`src/rtl/dbgapb_resp.sv`:
```
// dbgapb_resp: APB debug-port responder that launches committed debug commands to the core
module dbgapb_resp #(
    parameter int TIMEOUT = 1024,
    parameter int CNT_W   = 10
) (
    input  logic        clk,
    input  logic        rstn,
    input  logic        dbg_psel,
    input  logic        dbg_penable,
    input  logic [31:0] dbg_paddr,
    input  logic        dbg_pwrite,
    input  logic [3:0]  dbg_pstrb,
    input  logic [31:0] dbg_pwdata,
    output logic [31:0] dbg_prdata,
    output logic        dbg_pslverr,
    output logic        dbg_pready,
    output logic [31:0] dbg_inst,
    output logic [31:0] dbg_wdata,
    output logic        dbg_inst_vld,
    input  logic        dbg_inst_rdy,
    input  logic        dbg_done,
    input  logic [31:0] dbg_result
);
    typedef enum logic [1:0] {IDLE, ISSUE, WAIT} state_t;
    state_t           state_q;
    logic [31:0]      inst_sh_q, wdata_sh_q, inst_q, wdata_q, rdata_q;
    logic             err_q, done_q, vld_q;
    logic [CNT_W-1:0] cnt_q;
    logic [2:0]       idx;
    logic             access, hit, busy, stall, wr, commit, fin, limit;
    logic [31:0]      mask, rd_mux;
    logic             unused_addr;
    assign unused_addr  = ^dbg_paddr[1:0];
    assign idx          = dbg_paddr[4:2];
    assign access       = dbg_psel & dbg_penable;
    assign hit          = (dbg_paddr[31:5] == '0) && (idx < 3'd6);
    assign busy         = state_q != IDLE;
    // only a result read or a new trigger has to wait for the in-flight command
    assign stall        = busy & hit & (dbg_pwrite ? idx == 3'd1 : idx == 3'd4);
    assign dbg_pready   = access & ~stall;
    assign dbg_pslverr  = dbg_pready & ~hit;
    assign wr           = dbg_pready & dbg_pwrite & hit;
    assign commit       = wr & (idx == 3'd1);
    assign mask         = {{8{dbg_pstrb[3]}}, {8{dbg_pstrb[2]}}, {8{dbg_pstrb[1]}}, {8{dbg_pstrb[0]}}};
    assign fin          = (state_q == WAIT) ? dbg_done : (state_q == ISSUE) & dbg_inst_rdy & dbg_done;
    assign limit        = cnt_q == CNT_W'(TIMEOUT - 1);
    assign dbg_prdata   = (dbg_pready & ~dbg_pwrite & hit) ? rd_mux : '0;
    assign dbg_inst     = inst_q;
    assign dbg_wdata    = wdata_q;
    assign dbg_inst_vld = vld_q;
    // read mux; trigger registers read as zero
    always_comb begin
        rd_mux = '0;
        case (idx)
            3'd0:    rd_mux = inst_sh_q;
            3'd2:    rd_mux = wdata_sh_q;
            3'd4:    rd_mux = rdata_q;
            3'd5:    rd_mux = {29'b0, err_q, busy, done_q};
            default: rd_mux = '0;
        endcase
    end
    // byte-masked shadow writes and WDATA commit
    always_ff @(posedge clk or negedge rstn) begin
        if (!rstn) begin
            inst_sh_q  <= '0;
            wdata_sh_q <= '0;
            wdata_q    <= '0;
        end else if (wr) begin
            if (idx == 3'd0) inst_sh_q <= (inst_sh_q & ~mask) | (dbg_pwdata & mask);
            if (idx == 3'd2) wdata_sh_q <= (wdata_sh_q & ~mask) | (dbg_pwdata & mask);
            if (idx == 3'd3) wdata_q <= wdata_sh_q;
        end
    end
    // command FSM: completion beats timeout, timeout counts through ISSUE and WAIT
    always_ff @(posedge clk or negedge rstn) begin
        if (!rstn) begin
            state_q <= IDLE;
            vld_q   <= 1'b0;
            cnt_q   <= '0;
            inst_q  <= '0;
            rdata_q <= '0;
            err_q   <= 1'b0;
            done_q  <= 1'b0;
        end else if (state_q == IDLE) begin
            if (commit) begin
                state_q <= ISSUE;
                vld_q   <= 1'b1;
                inst_q  <= inst_sh_q;
                err_q   <= 1'b0;
                done_q  <= 1'b0;
                cnt_q   <= '0;
            end
        end else if (fin) begin
            state_q <= IDLE;
            vld_q   <= 1'b0;
            rdata_q <= dbg_result;
            done_q  <= 1'b1;
        end else if (limit) begin
            state_q <= IDLE;
            vld_q   <= 1'b0;
            err_q   <= 1'b1;
        end else begin
            cnt_q <= cnt_q + CNT_W'(1);
            if (state_q == ISSUE && dbg_inst_rdy) begin
                state_q <= WAIT;
                vld_q   <= 1'b0;
            end
        end
    end
endmodule
```
`config.mk`:
```
export PLATFORM = sky130hd
export DESIGN_NAME = dbgapb_resp
export DESIGN_NICKNAME = d
export VERILOG_FILES = /design/src/rtl/dbgapb_resp.sv
export SDC_FILE = /design/constraint.sdc
export NUM_CORES = 1
export LEC_CHECK = 0
export CORE_UTILIZATION = 45
export DETAILED_ROUTE_END_ITERATION = 8
export HOLD_SLACK_MARGIN = 0.15
export PLACE_DENSITY = 0.75
export SLEW_MARGIN = 15
export SYNTH_ARGS = -nofsm -noshare
export SYNTH_HDL_FRONTEND = slang
export SYNTH_SLANG_ARGS = --single-unit
```
`constraint.sdc`:
```
create_clock -name clk -period 4.17 [get_ports clk]
set_input_delay 0.417 -clock clk [delete_from_list [all_inputs] [get_ports clk]]
set_output_delay 0.417 -clock clk [all_outputs]
set_load 0.01 [all_outputs]
```
==> results of run 1 <==
==> metal layers <==
metal | part of all wire, % | up-vias | GRT usage (%)
met3 | 4.4 | 28 | 4.34
met1 | 42 | 2878 | 28.8
met4 | 2.5 | 0 | 10.0
li1 | - | 2582 | -
met5 | 0 | - | 0
met2 | 51 | 137 | 40.4
==> kinds of logic after synthesis <==
kind of cell / after synthesis
fa+ha+maj: 1
flops: 174
simple gates: 132
buf+inv: 38
mux: 196
compound gates: 65
==> synth_stat cells, drive strengths merged <==
library cell / instances / area share [%]
a2111oi: 1 / 0.19
a21oi: 34 / 2.1
clkbuf: 10 / 0.47
or3b: 1 / 0.11
or4: 1 / 0.094
a41oi: 3 / 0.33
nor4b: 2 / 0.48
mux2i: 36 / 4.5
nand3: 8 / 0.50
a31o: 1 / 0.11
o41ai: 1 / 0.11
or2: 4 / 0.31
o221ai: 1 / 0.11
o2bb2ai: 1 / 0.11
and2: 3 / 0.23
mux2: 160 / 24
o211ai: 1 / 0.094
nand3b: 2 / 0.19
a21o: 1 / 0.094
a32o: 1 / 0.12
inv: 7 / 0.33
dfrtp: 174 / 54
o22ai: 1 / 0.078
o2111ai: 3 / 0.33
o31ai: 1 / 0.094
a22o: 4 / 0.44
nor3: 9 / 1.7
nor4: 6 / 0.47
a21boi: 1 / 0.094
nor2: 68 / 3.2
a31oi: 1 / 0.078
and3b: 2 / 0.22
ha: 1 / 0.16
buf: 21 / 2.0
and3: 1 / 0.078
o21a: 1 / 0.094
nand2: 15 / 0.70
nand2b: 3 / 0.23
a21bo: 1 / 0.20
o21ai: 7 / 0.44
nor2b: 5 / 0.39
nand4: 2 / 0.16
==> cell type report <==
type,instances,area (um2)
well taps,225,282
inverters,7,26.3
clock buffers,22,454
flip-flops and latches,174,4350
clock inverters,9,114
multi-input cells,394,3460
repair buffers,216,2120
fillers,1327,6540
==> power groups by stage <==
| stage | combinational (mW) | clock, mW | sequential, mW |
|---|---|---|---|
| 2_1_floorplan | 0.0380 | 0 | 1.72 |
| 3_3_place_gp | 0.188 | 0 | 1.72 |
| 3_5_place_dp | 0.193 | 0 | 1.72 |
| 4_1_cts | 0.195 | 1.57 | 1.69 |
| 5_1_grt | 0.209 | 1.64 | 1.69 |
| 6_report | 0.193 | 1.54 | 1.69 |
==> worst paths after layout <==
kind / start / endpoint / slack (ns) / depth (start not counted)
max: state_q[0] / dbg_prdata[12] / 0.59 / 7
min: cnt_q[5] / cnt_q[5] / 0.50 / 1
max reg2reg: state_q[0] / cnt_q[0] / 1.50 / 5
min reg2reg: cnt_q[5] / cnt_q[5] / 0.50 / 1
max in group asynchronous: rstn / dbg_wdata[5] / 2.48 / 3
min in group asynchronous: rstn / rdata_q[5] / 0.62 / 2
==> through the flow <==
step	power, mW	worst slack, ns	hold WS (ns)	util (%)
floorplan	1.76	1.80	0.121	-
CTS	3.45	0.615	0.496	62.3
finish	3.42	0.591	0.497	62.3
detailed placement	1.91	0.666	0.487	59.0
global route	3.53	0.429	0.517	62.3
global placement	1.91	0.845	0.459	59.0
==> repair_timing <==
item / CTS / global route
hold endpoints to repair: 94 / 0
resized for setup: 0 / 0
hold buffers: 1 / 0
==> metrics.md, run 1 <==
| Metric | Value |
|---|---|
| Wire per inst | a little under 20 um |
| DP Cell Count | approximately 1.0k |
| Most frequent cells in the layout | clkdlybuf4s50_1 (200), dfrtp_1 (174), mux2_2 (125) |
| Die W | ~140 um |
| H-tree Lvls | 4 |
| DRC viols | 0 |
| CP top delay family | simple AND/OR/NAND/NOR gates |
| CP Buf/Inv Count | 2 |
| Unrepaired setup endpoints after global routing | false |
| Worst-path clk slew | approximately 0.06 ns |
| Starting Density | a little under half |
| Power Density | about 320 mW/mm2 |
| Slew margin rel. | 35.1% |
| Core ar. | ~0.017 mm2 |
| Synth cell types | 50 |
| Max Fclk | approximately 280 MHz |
| Worst-Skew Late Latency | 0.43 ns |
| Synth Instances | slightly above 600 |
| Compound-Gate Fraction of Synth Area | roughly 5.2% |
| Crit path capture type | output pin |
| DRT Pass-1 Iters | 5 |
| Final Max Tran Viols | 0 |
| Slowest stage cell on the critical path | clkdlybuf4s50_1 |
| Simple-gate share of the synthesized area | 9.04% |
| Switching part of the total power | around 22% |
| Top Ports | between 200 and 250 |
| Setup Viol. Count Final | 0 |
| Die height | ~140 um |
| YS warnings | 0 |
| Total CTS buffers | 17 |
| Post-Synthesis Net Count | 714 |
| Initial drt markers | ~210 |
| First-pass GRT wire length | between 30000 and 40000 um |
| Final clock skew | about 0.011 ns |
| Final net count | between 900 and 1k |
| Commonest non-fill, non-tap cell in the layout | clkdlybuf4s50_1 |
| Synth Area in Adders | 0.156% |
| Max-Cap Viols | 0 |
| Setup TNS | 0 ns |
| Mean Syn Cell Area | 13.2 um2 |
| Worst setup SP type | flip-flop |
| GR Util All Layers | between 20% and 30% |
| Leakage dissipation | 5.14 nW |
| CTS sink cnt | roughly 170 |
| Antenna violations before repair | 0 |
| Gate power share | 5.6% |
| Post-route ant nets | 0 |
| Crit path top cell by count | nor2_1 |
| I/O Buffers | 203 |
| Via density | around 5.4 |
| Peak VDD IR | between 0.2 and 0.3 mV |
| Slew @ Worst Pin | ~0.97 ns |
| RePlAce Congestion | roughly 0.83 |
| Post-CTS Setup Repair Bufs | 0 |
| DP Area | about 0.01 mm2 |
| Pint | around 2.7 mW |
| Buffers from clock root to sink, at most | 2 |
| Fin crit share | a little under nine tenths |
| Arrival @ worst endpoint | ~3.2 ns |
| Vias in the first global route | approximately 6k |
| Synth Area in XOR/XNOR | 0% |
| Crit-path max cell delay | 0.57 ns |
| Final Hold Vio Count | 0 |
| Via count | between 5k and 6k |
| CTS tree | done |
| Mux cell area share after synthesis | between 20% and 30% |
| Site Rows | 48 |
| ANT cells | 0 |
| Synth Register Bits | 174 |
| Setup CP Type | flip-flop to output pin |
| Layout cells sized above 1 | between 20% and 30% |
| Status | finished clean |
| Die ar. | ~0.018 mm2 |
| Root buffer cell | clkbuf_16 |
| P_sw | roughly 740 uW |
| Post-synthesis sequential area ratio | 54.3% |
| Pin count of the biggest net entering global routing | 97 |
| Area grow syn2layout | 34.9% |
| Final cell count without fillers | between 1k and 1.5k |
| Grt ovf | 0 |
| Clock share of power | around 45% |
| Mapped Area | approximately 0.008 mm2 |
| Worst-path fanout max | 18 |
| Largest family of logic cells by synthesized area | multiplexers |
| Worst Hold Class | flip-flop to flip-flop |
| Wire length after detailed routing | between 20000 and 25000 um |
| WP data required | 3.75 ns |
| Final instance area | ~0.011 mm2 |
| Min Clock Period, post-route | 3.58 ns |
| Sequential share of power | 49.3% |
| Critical path cell sequence | nor2_1 > o211ai_1 > a2111oi_2 > nand2b_1 > buf_4 > nor2_1 > clkdlybuf4s50_1 |
| DP HPWL | about 15000 um |
(Power assumes the default switching activity.)
==> run 2, diff against run 1 <==
- CAP_MARGIN: unset -> 40
- CTS_BUF_LIST: unset -> sky130_fd_sc_hd__clkbuf_8
- DONT_BUFFER_PORTS: unset -> 1
- PLACE_DENSITY: 0.75 -> 0.6
==> run 2 against run 1 <==
- the run now ends with negative hold slack left
- critical path depth decreased by 1
- maximum frequency rose by 1.2%
- worst hold slack got worse by 0.85 ns
- largest power group unchanged
- highest routed layer unchanged
==> metrics.md, run 2 (synthesis results as in run 1) <==
| Metric | Value |
|---|---|
| Worst slack, placed | 0.795 ns (+0.128 ns) |
| Final Hold Vio Count | 174 (+174) |
| Antenna violations before repair | 0 (unchanged) |
| Via density | 5.63 (+4.7%) |
| I/O Buffers | 0 (-100%) |
| Top Ports | 206 (unchanged) |
| Commonest non-fill, non-tap cell in the layout | dfrtp_1 |
| Area grow syn2layout | 15.4% |
| Final Max Tran Viols | 0 (unchanged) |
| CP top delay family | simple AND/OR/NAND/NOR gates |
| Final hold slack | -0.349 ns (-0.846 ns) |
| Clock share of power | 40.0% (-5.1 points) |
| First-pass GRT wire length | 30100 um (-7.6%) |
| Wire per inst | 21.2 um (+8.3%) |
| Max-Cap Viols | 0 (unchanged) |
| Sequential share of power | 57.1% (+7.8 points) |
| Vias in the first global route | 5364 (-11%) |
| Pin count of the biggest net entering global routing | 175 (+80%) |
| CP Buf/Inv Count | 1 (-1) |
| Buffers from clock root to sink, at most | 2 (unchanged) |
| Final clock skew | 0.0132 ns (+0.00201 ns) |
| Worst setup SP type | flip-flop |
| Worst-path fanout max | 20 (+2) |
| Area of the multi-input gates | 0.00346 mm2 (unchanged) |
| Die ar. | 0.0183 mm2 (unchanged) |
| Slew @ Worst Pin | 0.632 ns (-0.342 ns) |
| Via count | 5075 (-9.8%) |
| Slowest stage cell on the critical path | nor2_1 |
| Worst Hold Class | input pin to async pin |
| Site Rows | 48 (unchanged) |
| Fin crit share | 84.8% (-1.0 points) |
| Unrepaired setup endpoints after global routing | false |
| H-tree Lvls | 4 (unchanged) |
| Setup Viol. Count Final | 0 (unchanged) |
| Power Density | 319 mW/mm2 (+0.77%) |
| Crit path capture type | output pin |
| Peak VDD IR | 0.178 mV (-37%) |
| Starting Density | 46.2% (unchanged) |
| Final cell count without fillers | 902 (-14%) |
| Core ar. | 0.0174 mm2 (unchanged) |
| Arrival @ worst endpoint | 3.12 ns (-0.04 ns) |
| WP data required | 3.75 ns (about the same) |
| Grt ovf | 0 (unchanged) |
| Setup CP Type | flip-flop to output pin |
| Wire length after detailed routing | 19100 um (-6.7%) |
| RePlAce Congestion | 0.786 (-5.5%) |
| Layout cells sized above 1 | 31.3% (+4.9 points) |
| Crit-path max cell delay | 0.53 ns (-0.04 ns) |
| Failing checks | negative hold slack |
| Pint | 2.31 mW (-14%) |
| GR Util All Layers | 21.8% (-1.7 points) |
| DP Cell Count | 806 (-21%) |
| DP HPWL | 12700 um (-13%) |
| Post-CTS Setup Repair Bufs | 0 (unchanged) |
| Switching part of the total power | 21.8% (+0.31 points) |
| Fill cell count | 1502 (+13%) |
| Leakage dissipation | 4.58 nW (-11%) |
| Final net count | 773 (-16%) |
| Critical path cell sequence | nor2_1 > o211ai_1 > a2111oi_2 > nand2b_1 > buf_4 > nor2_1 |
| DRC viols | 0 (unchanged) |
| Die W | 135 um (unchanged) |
| Initial drt markers | 255 (+20%) |
| ANT cells | 0 (unchanged) |
| Setup ws final | 0.633 ns (+0.0426 ns) |
| Crit path top cell by count | nor2_1 |
| CTS tree | done |
| Post-route ant nets | 0 (unchanged) |
| Storage element area | 0.00435 mm2 (unchanged) |
| Status | complete, but fails checks |
| Min Clock Period, post-route | 3.54 ns (-0.0426 ns) |
| Hold-fix buffers, CTS | 64 (+63) |
| Reg2Reg Setup Slack | 1.66 ns (+0.16 ns) |
| Die height | 135 um (unchanged) |
| Setup TNS | 0 ns (unchanged) |
| Gate power share | 2.9% (-2.7 points) |
| Worst-Skew Late Latency | 0.44 ns (about the same) |
| DRT Pass-1 Iters | 4 (-1) |
| CTS sink cnt | 174 (unchanged) |
| P_sw | 644 uW (-13%) |
| Most frequent cells in the layout | dfrtp_1 (174), mux2_2 (125), nor2_1 (68) |
| Worst-path clk slew | 0.10 ns (+0.04 ns) |
| Root buffer cell | clkbuf_8 |
| Slew margin rel. | 57.7% (+23 points) |
| Total CTS buffers | 17 (unchanged) |
| Max Fclk | 283 MHz (+1.2%) |
## run 2: cell types whose count changed in the layout (fill, tap and decap cells not counted), moves of 2 or more
| cell | before | now |
|---|---|---|
| buf_2 | 2 | 0 |
| buf_4 | 12 | 4 |
| clkbuf_1 | 4 | 0 |
| clkbuf_16 | 17 | 0 |
| clkbuf_8 | 1 | 19 |
| clkdlybuf4s50_1 | 200 | 0 |
| dlygate4sd3_1 | 1 | 64 |
| inv_6 | 0 | 3 |
## run 2: timing repair
item,CTS,global route
resized for setup,0,0
endpoints found under the hold margin,270,174
setup endpoints to repair,0,0
## run 2: cell type report
cell class | count | area share [%]
sequential | 174 | 47.1
multi-input combinational | 394 | 37.4
timing repair buffer | 71 | 7.92
tap | 225 | 3.04
clock buffer | 19 | 2.83
clock inverter | 12 | 1.47
inverter | 7 | 0.284
## run 2: layer usage
| metal | global-route usage (%) | share of wire, % |
|---|---|---|
| met1 | 26.8 | 42 |
| met2 | 36.1 | 50 |
| met3 | 7.00 | 6.4 |
| met4 | 7.05 | 1.9 |
| met5 | 0 | 0 |
## run 2: worst paths after layout
| path | from | to | cells past startpoint |
|---|---|---|---|
| min in group clk | dbg_inst_rdy | state_q[0] | 3 |
| min | rstn | dbg_inst[15] | 0 |
| max in group asynchronous | rstn | cnt_q[0] | 0 |
| max | state_q[0] | dbg_prdata[29] | 6 |
| min reg2reg | cnt_q[5] | cnt_q[5] | 1 |
| max reg2reg | state_q[0] | dbg_inst[16] | 5 |
## run 2: power by group through the flow
stage	registers (mW)	clock network, mW	logic (mW)
finish	1.69	1.18	0.0861
global route	1.69	1.28	0.0921
CTS	1.69	1.22	0.0858
detailed placement	1.72	0	0.0330
global placement	1.72	0	0.0293
floorplan	1.72	0	0.0380
## run 2: metrics by stage
| step | utilization [%] | power, mW | instance area [um2] |
|---|---|---|---|
| 5_1_grt | 53.3 | 3.06 | 9250 |
| 3_5_place_dp | 47.2 | 1.75 | 8200 |
| 4_1_cts | 53.2 | 2.99 | 9240 |
| 6_report | 53.3 | 2.95 | 9250 |
| 2_1_floorplan | - | 1.76 | 8020 |
| 3_3_place_gp | 47.0 | 1.75 | 8150 |
